File: config.mk
export PLATFORM = sky130hd
export DESIGN_NAME = reset_sequencer
export DESIGN_NICKNAME = d
export VERILOG_FILES = /design/src/rtl/reset_sequencer.sv
export SDC_FILE = /design/constraint.sdc
export NUM_CORES = 1
export LEC_CHECK = 0
export BUFFER_PORTS_ARGS = -buffer_cell sky130_fd_sc_hd__buf_2
export CAP_MARGIN = 20
export CELL_PAD_IN_SITES_DETAIL_PLACEMENT = 0
export CELL_PAD_IN_SITES_GLOBAL_PLACEMENT = 1
export CORE_MARGIN = 2
export CORE_UTILIZATION = 41
export CTS_BUF_LIST = sky130_fd_sc_hd__clkbuf_16
export DETAILED_ROUTE_END_ITERATION = 6
export PLACE_DENSITY_LB_ADDON = 0.1
export SETUP_SLACK_MARGIN = 0.3
export SLEW_MARGIN = 40
export SYNTH_ARGS = -nofsm -noshare
export SYNTH_HDL_FRONTEND = slang
export SYNTH_SLANG_ARGS = --single-unit
File: constraint.sdc
create_clock -name cpu_clk -period 2.5 [get_ports cpu_clk]
set_clock_uncertainty 0.15 [all_clocks]
set_input_delay 0.125 -clock cpu_clk [delete_from_list [all_inputs] [get_ports cpu_clk]]
set_output_delay 0.125 -clock cpu_clk [all_outputs]
set_load 0.02 [all_outputs]
File: src/rtl/reset_sequencer.sv
// -----------------------------------------------------------------------------
// reset_sequencer
//
// Produces the 6502 core reset from the power-on reset and the board reset
// button. The button is synchronized into cpu_clk and debounced. The CPU
// reset is then held for a minimum time after every reset source clears.
// The module also reports the last reset cause and counts button resets.
//
// Ports:
//   cpu_clk    in   system/CPU clock, the only clock
//   ini_reset  in   asynchronous active-high initial reset
//   btn_reset  in   raw asynchronous board button (polarity set by BTN_ACTIVE_LOW)
//   reset      out  active-high CPU reset; asserts asynchronously, deasserts
//                   synchronously
//   reset_n    out  inverse of reset
//   btn_clean  out  debounced button, 1 = pressed
//   ready      out  one-cycle pulse on the edge where reset falls
//   rst_cause  out  last reset source: 01 initial, 10 button
//   rst_count  out  button-reset count, saturating at 255
// -----------------------------------------------------------------------------
module reset_sequencer #(
  parameter int SYNC_STAGES     = 2,
  parameter int DEBOUNCE_CYCLES = 16,
  parameter int HOLD_CYCLES     = 8,
  parameter bit BTN_ACTIVE_LOW  = 1'b1
) (
  input  logic       cpu_clk,
  input  logic       ini_reset,
  input  logic       btn_reset,
  output logic       reset,
  output logic       reset_n,
  output logic       btn_clean,
  output logic       ready,
  output logic [1:0] rst_cause,
  output logic [7:0] rst_count
);

  localparam int DB_W   = $clog2(DEBOUNCE_CYCLES);
  localparam int HOLD_W = $clog2(HOLD_CYCLES);

  localparam logic [DB_W-1:0]   DB_LAST   = DB_W'(DEBOUNCE_CYCLES - 1);
  localparam logic [HOLD_W-1:0] HOLD_LAST = HOLD_W'(HOLD_CYCLES - 1);

  localparam logic [1:0] CAUSE_INI = 2'b01;
  localparam logic [1:0] CAUSE_BTN = 2'b10;

  typedef enum logic [1:0] {
    ST_HOLD,
    ST_RUN,
    ST_PRESSED
  } state_e;

  // Button normalised so that 1 always means "pressed".
  logic btn_norm;
  logic btn_s;

  logic [SYNC_STAGES-1:0] sync_q, sync_d;
  logic [DB_W-1:0]        db_cnt_q, db_cnt_d;
  logic                   btn_clean_q, btn_clean_d;
  state_e                 state_q, state_d;
  logic [HOLD_W-1:0]      hold_cnt_q, hold_cnt_d;
  logic                   reset_q, reset_d;
  logic                   ready_q, ready_d;
  logic [1:0]             rst_cause_q, rst_cause_d;
  logic [7:0]             rst_count_q, rst_count_d;
  logic [7:0]             rst_count_inc;

  assign btn_norm = BTN_ACTIVE_LOW ? ~btn_reset : btn_reset;
  assign btn_s    = sync_q[SYNC_STAGES-1];

  // Saturating increment: the count sticks at 255 instead of wrapping to 0.
  assign rst_count_inc = (rst_count_q == 8'hFF) ? rst_count_q : rst_count_q + 8'd1;

  // Synchronizer shift and debounce. The counter only advances while the
  // synchronized level disagrees with the accepted level. Any agreeing edge
  // restarts the count, so short pulses are dropped.
  always_comb begin
    sync_d      = {sync_q[SYNC_STAGES-2:0], btn_norm};
    db_cnt_d    = db_cnt_q;
    btn_clean_d = btn_clean_q;
    if (btn_s != btn_clean_q) begin
      if (db_cnt_q == DB_LAST) begin
        btn_clean_d = btn_s;
        db_cnt_d    = '0;
      end else begin
        db_cnt_d = db_cnt_q + DB_W'(1);
      end
    end else begin
      db_cnt_d = '0;
    end
  end

  // Next-state logic.
  // PRESSED looks at the debouncer's next value. HOLD therefore starts on the
  // same edge where btn_clean falls. This puts the reset release HOLD_CYCLES
  // edges after the debounced release, the same spacing as at power-on.
  // HOLD will not release while the synchronized button still reads pressed,
  // even if that press has not yet been debounced.
  always_comb begin
    state_d     = state_q;
    hold_cnt_d  = hold_cnt_q;
    rst_cause_d = rst_cause_q;
    rst_count_d = rst_count_q;
    ready_d     = 1'b0;
    case (state_q)
      ST_HOLD: begin
        if (btn_clean_q) begin
          state_d     = ST_PRESSED;
          rst_cause_d = CAUSE_BTN;
          rst_count_d = rst_count_inc;
        end else if (hold_cnt_q == HOLD_LAST) begin
          if (!btn_s) begin
            state_d = ST_RUN;
            ready_d = 1'b1;
          end
        end else begin
          hold_cnt_d = hold_cnt_q + HOLD_W'(1);
        end
      end
      ST_RUN: begin
        if (btn_clean_q) begin
          state_d     = ST_PRESSED;
          rst_cause_d = CAUSE_BTN;
          rst_count_d = rst_count_inc;
        end
      end
      ST_PRESSED: begin
        if (!btn_clean_d) begin
          state_d    = ST_HOLD;
          hold_cnt_d = '0;
        end
      end
      default: begin
        state_d    = ST_HOLD;
        hold_cnt_d = '0;
      end
    endcase
    reset_d = (state_d != ST_RUN);
  end

  // State register. ini_reset clears everything at once, whatever state the
  // sequencer is in. reset is a flop, so it cannot glitch on a state decode.
  always_ff @(posedge cpu_clk or posedge ini_reset) begin
    if (ini_reset) begin
      sync_q      <= '0;
      db_cnt_q    <= '0;
      btn_clean_q <= 1'b0;
      state_q     <= ST_HOLD;
      hold_cnt_q  <= '0;
      reset_q     <= 1'b1;
      ready_q     <= 1'b0;
      rst_cause_q <= CAUSE_INI;
      rst_count_q <= '0;
    end else begin
      sync_q      <= sync_d;
      db_cnt_q    <= db_cnt_d;
      btn_clean_q <= btn_clean_d;
      state_q     <= state_d;
      hold_cnt_q  <= hold_cnt_d;
      reset_q     <= reset_d;
      ready_q     <= ready_d;
      rst_cause_q <= rst_cause_d;
      rst_count_q <= rst_count_d;
    end
  end

  // Outputs.
  always_comb begin
    reset     = reset_q;
    reset_n   = ~reset_q;
    btn_clean = btn_clean_q;
    ready     = ready_q;
    rst_cause = rst_cause_q;
    rst_count = rst_count_q;
  end

endmodule

==> results of run 1 <==
layout make-up:
class / count / area (um^2) / share of cell area [%]
Inverter: 7 / 26.3 / 2.04
Tap cell: 30 / 37.5 / 2.91
Timing Repair Buffer: 18 / 100 / 7.76
Multi-Input combinational cell: 60 / 444 / 34.4
Sequential cell: 24 / 603 / 46.8
Clock buffer: 3 / 75.1 / 5.82
Clock inverter: 1 / 3.75 / 0.291
critical path: stages, from the launching register on:
cell and delay (ns):
sky130_fd_sc_hd__dfrtp_1 0.41, sky130_fd_sc_hd__ha_1 0.21, sky130_fd_sc_hd__ha_1 0.20, sky130_fd_sc_hd__or4_1 0.50, sky130_fd_sc_hd__mux2i_1 0.18, sky130_fd_sc_hd__o21ai_1 0.08
worst max path at each step:
stage	start	end	slack, ns	cells past startpoint
6_report	hold_cnt_q[0]$_DFFE_PP0P_	hold_cnt_q[2]$_DFFE_PP0P_	0.65	5
5_1_grt	rst_count[0]$_DFFE_PP0P_	rst_count[1]$_DFFE_PP0P_	0.54	4
4_1_cts	hold_cnt_q[0]$_DFFE_PP0P_	hold_cnt_q[2]$_DFFE_PP0P_	0.64	5
3_5_place_dp	hold_cnt_q[0]$_DFFE_PP0P_	hold_cnt_q[2]$_DFFE_PP0P_	0.66	5
3_3_place_gp	hold_cnt_q[0]$_DFFE_PP0P_	hold_cnt_q[1]$_DFFE_PP0P_	0.70	5
2_1_floorplan	hold_cnt_q[0]$_DFFE_PP0P_	hold_cnt_q[1]$_DFFE_PP0P_	0.73	6
metrics by stage:
| step | cell area, um^2 | total power [mW] | hold WS (ns) | std cells |
|---|---|---|---|---|
| final | 1290 | 0.775 | 0.205 | 143 |
| after floorplan | 1090 | 0.431 | -0.0119 | 93 |
| after CTS | 1290 | 0.786 | 0.205 | 143 |
| after global placement | 1190 | 0.439 | 0.119 | 137 |
| after global routing | 1290 | 0.816 | 0.219 | 143 |
| after detailed placement | 1190 | 0.441 | 0.0384 | 137 |
logic make-up after synthesis:
logic type                 Yosys count
DFF                                 24
buffers and inverters                9
adders and majority gates            4
muxes                                5
AOI/OAI and AO/OA                   15
and+or+nand+nor                     28
xor gates and xnor gates             8
cells in the mapped netlist (2+ instances only):
cell type	instances	area share (%)
sky130_fd_sc_hd__nand3_1	2	0.92
sky130_fd_sc_hd__and4b_1	2	1.8
sky130_fd_sc_hd__nand4_1	3	1.7
sky130_fd_sc_hd__nand2_1	2	0.69
sky130_fd_sc_hd__nand2b_1	2	1.1
sky130_fd_sc_hd__o211ai_1	3	2.1
sky130_fd_sc_hd__inv_1	7	2.4
sky130_fd_sc_hd__dfrtp_1	22	51
sky130_fd_sc_hd__dfstp_2	2	4.8
sky130_fd_sc_hd__xnor2_1	8	6.4
sky130_fd_sc_hd__o21ai_0	3	1.4
sky130_fd_sc_hd__mux2i_1	3	2.8
sky130_fd_sc_hd__nor2b_1	5	2.9
sky130_fd_sc_hd__nor2_1	2	0.69
sky130_fd_sc_hd__a21oi_1	4	1.8
sky130_fd_sc_hd__o21ai_1	3	1.4
sky130_fd_sc_hd__ha_1	4	4.6
sky130_fd_sc_hd__nand3b_1	2	1.4
flip-flops by register name, indices dropped and copies added (netlist names):
name        flops
btn_clean       1
db_cnt_q        4
hold_cnt_q      3
ready           1
reset           1
rst_cause       2
rst_count       8
state_q         2
sync_q          2
repair_timing:
action                                 in CTS  in global routing
endpoints found under the hold margin      23                  0
hold buffers                                2                  0
gates resized for setup                     0                  0
metal layers:
metal | part of all wire, % | routed length, um | vias to the layer above | track usage [%]
met5 | 0 | 0 | - | 0
met4 | 0.52 | 10 | 0 | 3.14
met3 | 3.9 | 75 | 2 | 3.75
met2 | 47 | 907 | 13 | 22.1
met1 | 48 | 932 | 374 | 20.3
li1 | - | - | 369 | -
power by group through the flow:
stage	Combinational, mW	Clock (mW)	Sequential [mW]
4_1_cts	0.0320	0.350	0.404
2_1_floorplan	0.0206	0	0.410
6_report	0.0309	0.340	0.404
3_5_place_dp	0.0297	0	0.411
3_3_place_gp	0.0285	0	0.411
5_1_grt	0.0362	0.374	0.405
==> impl_metrics.prom, run 1 <==
# TYPE chip_impl_metric gauge
chip_impl_metric{name="tritoncts.num_buffers",unit=""} 3
chip_impl_metric{name="synthCells",unit=""} 93
chip_impl_metric{name="timing.setup.tns",unit="ns"} 0
chip_impl_info{name="timing.critical_path.from_type",value="flop"} 1
chip_impl_metric{name="clkSinkCount",unit=""} 24
chip_impl_metric{name="timing_worst_slew_pin_value",unit="ns"} 0.496
chip_impl_metric{name="die_height",unit="um"} 55.6
chip_impl_info{name="ys_dominant_reg_cell",value="sky130_fd_sc_hd__dfrtp_1"} 1
chip_impl_metric{name="dp_worst_setup_slack",unit="ns"} 0.655
chip_impl_metric{name="drc_viols",unit=""} 0
chip_impl_metric{name="number_of_hold_slack_violations_in_the_final_timing_report",unit=""} 0
chip_impl_metric{name="hold_depth",unit=""} 0
chip_impl_metric{name="final_stage_net_count",unit=""} 121
chip_impl_metric{name="clock_path_buffers",unit=""} 2
chip_impl_metric{name="post_detailed_route_count_of_antenna_violating_nets",unit=""} 0
chip_impl_metric{name="p_per_area",unit="nW/um^2"} 601
chip_impl_metric{name="clock_insertion_delay_worst_skew",unit="ns"} 0.25
chip_impl_metric{name="grt_overall_usage",unit="%"} 14.3
chip_impl_metric{name="drt_first_pass_iters",unit=""} 4
chip_impl_metric{name="area.growth.synth_to_final",unit="%"} 18.4
chip_impl_metric{name="clk_pin_slew",unit="ns"} 0.06
chip_impl_metric{name="synth_xor_xnor_area_share",unit="%"} 6.43
chip_impl_info{name="end_kind",value="flop"} 1
chip_impl_info{name="hold_removal_path_class",value="reg2reg"} 1
chip_impl_metric{name="fillers",unit=""} 234
chip_impl_metric{name="crit_share_post_route",unit="%"} 74.1
chip_impl_metric{name="worst-r2r-setup-slack",unit="ns"} 0.65
chip_impl_metric{name="synth-warning-count",unit=""} 0
chip_impl_info{name="tritoncts",value="built"} 1
chip_impl_metric{name="synth_area",unit="um^2"} 1090
chip_impl_info{name="mostFrequentLayoutCells",value="sky130_fd_sc_hd__dfrtp_1, sky130_fd_sc_hd__buf_2, sky130_fd_sc_hd__xnor2_1"} 1
chip_impl_metric{name="drv_cap",unit=""} 0
chip_impl_metric{name="fmax",unit="MHz"} 540
chip_impl_metric{name="dp.final_hpwl",unit="um"} 1350
chip_impl_metric{name="die_w",unit="um"} 55.6
chip_impl_info{name="timing.hold.worst.start",value="sync_q[0]$_DFF_PP0_"} 1
chip_impl_metric{name="route.detailed.vias_per_inst",unit=""} 5.30
chip_impl_metric{name="totalWireLength",unit="um"} 1930
chip_impl_metric{name="vias",unit=""} 758
chip_impl_metric{name="antenna_found_initial",unit=""} 0
chip_impl_metric{name="synth_seq_area_share",unit="%"} 55.3
chip_impl_info{name="most_common_cell_after_layout_fill_and_taps_aside",value="sky130_fd_sc_hd__dfrtp_1"} 1
chip_impl_metric{name="worst_rel_slew_slack",unit="%"} 66.9
chip_impl_info{name="clock_tree.root_cell",value="sky130_fd_sc_hd__clkbuf_16"} 1
chip_impl_metric{name="row_count",unit=""} 18
chip_impl_metric{name="synth-simple-area-share",unit="%"} 16.6
chip_impl_metric{name="global_route.overflow_total",unit=""} 0
chip_impl_metric{name="fp.coreArea",unit="um^2"} 2500
chip_impl_metric{name="p_leak",unit="nW"} 0.630
chip_impl_info{name="whs_endpoint",value="sync_q[1]$_DFF_PP0_"} 1
chip_impl_metric{name="maxSlewViolCount",unit=""} 0
chip_impl_metric{name="grt_start_max_net_pins",unit=""} 25
chip_impl_metric{name="synth_mux_area_share",unit="%"} 4.82
chip_impl_metric{name="io_pins",unit=""} 17
chip_impl_metric{name="drt-initial-drc-count",unit=""} 27
chip_impl_metric{name="postSynthAreaPerCell",unit="um^2"} 11.7
chip_impl_metric{name="placement.io_buffers",unit=""} 16
chip_impl_metric{name="grt_first_pass_wirelength",unit="um"} 3540
chip_impl_info{name="timing.rr.end",value="hold_cnt_q[2]$_DFFE_PP0P_"} 1
chip_impl_metric{name="net-switching-power",unit="uW"} 152
chip_impl_metric{name="floorplan.die_area",unit="um^2"} 3090
chip_impl_metric{name="yosys_register_bits",unit=""} 24
chip_impl_metric{name="power.ir.vdd_worst",unit="mV"} 0.485
chip_impl_metric{name="p_int",unit="uW"} 623
chip_impl_metric{name="sw_frac_of_total",unit="%"} 19.6
chip_impl_metric{name="critical_path_arrival",unit="ns"} 1.82
chip_impl_metric{name="place_congestion",unit=""} 0.696
chip_impl_metric{name="sequentialPowerShare",unit="%"} 52.1
chip_impl_metric{name="final_count_of_negative_setup_slack_endpoints",unit=""} 0
chip_impl_metric{name="final_critical_delay_including_setup_and_external_delays",unit="ns"} 1.85
chip_impl_info{name="status",value="completed"} 1
chip_impl_metric{name="antenna_cells",unit=""} 0
chip_impl_metric{name="clock_power_share",unit="%"} 43.9
chip_impl_metric{name="final.setup.worst_slack",unit="ns"} 0.648
chip_impl_info{name="crit-reg2reg-launch",value="hold_cnt_q[0]$_DFFE_PP0P_"} 1
chip_impl_metric{name="post-cts-setup-buffer-count",unit=""} 0
chip_impl_metric{name="cp_max_fo",unit=""} 4
chip_impl_info{name="worstSetupPathType",value="reg2reg"} 1
chip_impl_metric{name="wire_per_inst",unit="um"} 13.5
chip_impl_metric{name="layout.core_utilization",unit="%"} 51.6
chip_impl_metric{name="synth_nets",unit=""} 100
chip_impl_info{name="grt_setup_unrepaired",value="no"} 1
chip_impl_metric{name="vias_in_the_first_global_route",unit=""} 749
chip_impl_metric{name="htree_levels",unit=""} 1
chip_impl_metric{name="synth-adder-area-share",unit="%"} 4.59
chip_impl_info{name="synth_top_family_by_area",value="simple AND/OR/NAND/NOR gates"} 1
chip_impl_metric{name="number_of_synthesized_flops_with_an_enable_pin",unit=""} 0
chip_impl_metric{name="yosysUniqueCellTypes",unit=""} 32
chip_impl_metric{name="cp_data_required_time",unit="ns"} 2.47
chip_impl_metric{name="layout-drive-gt1-share",unit="%"} 20.4
chip_impl_metric{name="initial_utilization",unit="%"} 43.6
chip_impl_metric{name="r2r_cells",unit=""} 5
chip_impl_metric{name="comb_power_share",unit="%"} 4.0
chip_impl_metric{name="asyncSetResetFlopFracSynth",unit="%"} 100
chip_impl_metric{name="synth_compound_gate_area_share",unit="%"} 8.27
Note: power is estimated with default switching activity, not from simulation.
==> run 2, diff against run 1 <==
Settings changed: CORE_UTILIZATION 41 to 39.
Clock period 2.5 ns to 1.7 ns, I/O delays scaled along.
==> run 2 against run 1 <==
Effect of this change:
- the run now ends with setup timing left
- worst setup slack worse by 0.65 ns
- utilization up 6.4 points
- sequential power rose by 48%
- first-iteration DRC count down 37%
- via count is 13% higher
- worst hold slack worse by 0.027 ns
==> impl_metrics.prom, run 2 (synthesis results as in run 1) <==
# TYPE chip_impl_metric gauge
chip_impl_metric{name="layout-drive-gt1-share",unit="%"} 44.7
chip_impl_metric{name="io_pins",unit=""} 17
chip_impl_metric{name="final.setup.worst_slack",unit="ns"} -0.00121
chip_impl_metric{name="clk_pin_slew",unit="ns"} 0.06
chip_impl_info{name="failing_checks",value="setup timing"} 1
chip_impl_metric{name="grt_overall_usage",unit="%"} 17.0
chip_impl_metric{name="cp_max_fo",unit=""} 4
chip_impl_metric{name="tritoncts.num_buffers",unit=""} 3
chip_impl_metric{name="fmax",unit="MHz"} 588
chip_impl_metric{name="sw_frac_of_total",unit="%"} 20.7
chip_impl_metric{name="crit_share_post_route",unit="%"} 100
chip_impl_metric{name="htree_levels",unit=""} 1
chip_impl_info{name="tritoncts",value="built"} 1
chip_impl_metric{name="initial_utilization",unit="%"} 40.2
chip_impl_metric{name="wire_per_inst",unit="um"} 14.7
chip_impl_metric{name="grt_start_max_net_pins",unit=""} 17
chip_impl_metric{name="drt-initial-drc-count",unit=""} 17
chip_impl_metric{name="cp_data_required_time",unit="ns"} 1.69
chip_impl_metric{name="grt_first_pass_wirelength",unit="um"} 4200
chip_impl_metric{name="timing_worst_slew_pin_value",unit="ns"} 0.347
chip_impl_info{name="clock_tree.root_cell",value="sky130_fd_sc_hd__clkbuf_16"} 1
chip_impl_metric{name="post_detailed_route_count_of_antenna_violating_nets",unit=""} 0
chip_impl_metric{name="layout.core_utilization",unit="%"} 58.0
chip_impl_metric{name="number_of_hold_slack_violations_in_the_final_timing_report",unit=""} 0
chip_impl_metric{name="area.growth.synth_to_final",unit="%"} 44.3
chip_impl_info{name="timing.critical_path.from_type",value="flop"} 1
chip_impl_metric{name="total_power",unit="mW"} 1.18
chip_impl_metric{name="place_congestion",unit=""} 0.718
chip_impl_metric{name="sequentialPowerShare",unit="%"} 50.6
chip_impl_metric{name="antenna_cells",unit=""} 0
chip_impl_metric{name="final_critical_delay_including_setup_and_external_delays",unit="ns"} 1.70
chip_impl_metric{name="floorplan.die_area",unit="um^2"} 3230
chip_impl_info{name="hold_removal_path_class",value="in2async"} 1
chip_impl_metric{name="p_leak",unit="nW"} 0.731
chip_impl_metric{name="vias",unit=""} 857
chip_impl_metric{name="fin_area",unit="um^2"} 1570
chip_impl_metric{name="multi_input_area",unit="um^2"} 567
chip_impl_metric{name="comb_power_share",unit="%"} 6.2
chip_impl_metric{name="power.ir.vdd_worst",unit="mV"} 0.520
chip_impl_metric{name="timing.setup.tns",unit="ns"} -0.00121
chip_impl_info{name="most_common_cell_after_layout_fill_and_taps_aside",value="sky130_fd_sc_hd__dfrtp_1"} 1
chip_impl_metric{name="clkSinkCount",unit=""} 24
chip_impl_metric{name="antenna_found_initial",unit=""} 0
chip_impl_metric{name="placement.io_buffers",unit=""} 16
chip_impl_metric{name="clock_path_buffers",unit=""} 2
chip_impl_metric{name="global_route.overflow_total",unit=""} 0
chip_impl_metric{name="fp.coreArea",unit="um^2"} 2710
chip_impl_metric{name="die_height",unit="um"} 56.9
chip_impl_info{name="worstSetupPathType",value="reg2reg"} 1
chip_impl_metric{name="clock_insertion_delay_worst_skew",unit="ns"} 0.25
chip_impl_info{name="end_kind",value="flop"} 1
chip_impl_metric{name="maxSlewViolCount",unit=""} 0
chip_impl_metric{name="totalWireLength",unit="um"} 2390
chip_impl_metric{name="vias_in_the_first_global_route",unit=""} 867
chip_impl_metric{name="p_per_area",unit="nW/um^2"} 749
chip_impl_metric{name="fillers",unit=""} 252
chip_impl_info{name="mostFrequentLayoutCells",value="sky130_fd_sc_hd__dfrtp_1, sky130_fd_sc_hd__buf_2, sky130_fd_sc_hd__buf_4"} 1
chip_impl_metric{name="final_stage_net_count",unit=""} 140
chip_impl_metric{name="final_count_of_negative_setup_slack_endpoints",unit=""} 1
chip_impl_metric{name="worst_rel_slew_slack",unit="%"} 76.7
chip_impl_metric{name="largest_reg_flops",unit=""} 8
chip_impl_metric{name="route.detailed.vias_per_inst",unit=""} 5.26
chip_impl_metric{name="critical_path_arrival",unit="ns"} 1.69
chip_impl_metric{name="row_count",unit=""} 19
chip_impl_info{name="grt_setup_unrepaired",value="yes"} 1
chip_impl_metric{name="die_w",unit="um"} 56.9
chip_impl_metric{name="dp.final_hpwl",unit="um"} 1460
chip_impl_metric{name="p_int",unit="uW"} 935
chip_impl_metric{name="dpl_cell_area",unit="um^2"} 1290
chip_impl_metric{name="drt_first_pass_iters",unit=""} 4
chip_impl_metric{name="clock_power_share",unit="%"} 43.2
chip_impl_metric{name="drv_cap",unit=""} 0
chip_impl_metric{name="drc_viols",unit=""} 0
chip_impl_metric{name="seqCellArea",unit="um^2"} 608
chip_impl_info{name="status",value="finished with violations"} 1
chip_impl_metric{name="net-switching-power",unit="uW"} 243
-- run 2: changes by cell type in the layout (fill, tap and decap cells not counted), sizes merged --
cell	change
buf	+19
-- run 2: final timing paths --
check | from | endpoint | slack, ns | cells after the start
max | hold_cnt_q[1]$_DFFE_PP0P_ | hold_cnt_q[1]$_DFFE_PP0P_ | -0.001 | 5
min | ini_reset | db_cnt_q[3]$_DFF_PP0_ | 0.18 | 3
max reg2reg | hold_cnt_q[1]$_DFFE_PP0P_ | hold_cnt_q[1]$_DFFE_PP0P_ | -0.001 | 5
min reg2reg | sync_q[0]$_DFF_PP0_ | sync_q[1]$_DFF_PP0_ | 0.21 | 0
max in group asynchronous | ini_reset | reset$_DFF_PP1_ | 0.62 | 4
min in group cpu_clk | sync_q[0]$_DFF_PP0_ | sync_q[1]$_DFF_PP0_ | 0.21 | 0
-- run 2: power groups by stage --
stage / logic (mW) / clock network [mW] / registers (mW)
5_1_grt: 0.0832 / 0.546 / 0.597
6_report: 0.0731 / 0.510 / 0.596
2_1_floorplan: 0.0312 / 0 / 0.604
3_3_place_gp: 0.0498 / 0 / 0.604
3_5_place_dp: 0.0508 / 0 / 0.604
4_1_cts: 0.0699 / 0.519 / 0.594
-- run 2: through the flow --
| step | cells | hold WS (ns) | setup WS (ns) |
|---|---|---|---|
| 3_3_place_gp | 145 | -0.0998 | -0.0146 |
| 3_5_place_dp | 145 | -0.0947 | -0.0796 |
| 2_1_floorplan | 93 | -0.0521 | -0.0153 |
| 4_1_cts | 159 | 0.183 | -0.00609 |
| 6_report | 163 | 0.178 | -0.00121 |
| 5_1_grt | 163 | 0.205 | -0.0635 |
-- run 2: layout make-up --
| cell class | count | share of cell area [%] |
|---|---|---|
| Sequential cell | 24 | 38.7 |
| Multi-Input combinational cell | 60 | 36.0 |
| Timing Repair Buffer | 37 | 16.1 |
| Clock buffer | 3 | 4.77 |
| Tap cell | 31 | 2.47 |
| Inverter | 7 | 1.67 |
| Clock inverter | 1 | 0.239 |
-- run 2: repair_timing --
action                     in CTS  in global routing
setup endpoints to repair      10                 13
hold endpoints to repair        9                  0
gates resized for setup        16                  3
setup buffers                   8                  4
pin swaps                      13                  5
cloned                          0                  0
hold buffers                    2                  0
-- run 2: critical path, cell delays in order (launching register included) --
cell and delay [ns]:
sky130_fd_sc_hd__dfrtp_1 0.38, sky130_fd_sc_hd__ha_2 0.20, sky130_fd_sc_hd__ha_4 0.15, sky130_fd_sc_hd__or4_4 0.46, sky130_fd_sc_hd__mux2i_1 0.16, sky130_fd_sc_hd__o21ai_1 0.07
-- run 2: layer usage --
layer  GRT usage (%)  up-vias  part of all wire [%]
met2            28.4       17                    52
met4            5.98        0                   1.3
met5               0        -                     0
met3            2.76        4                   3.3
li1                -      405                     -
met1            22.2      431                    44
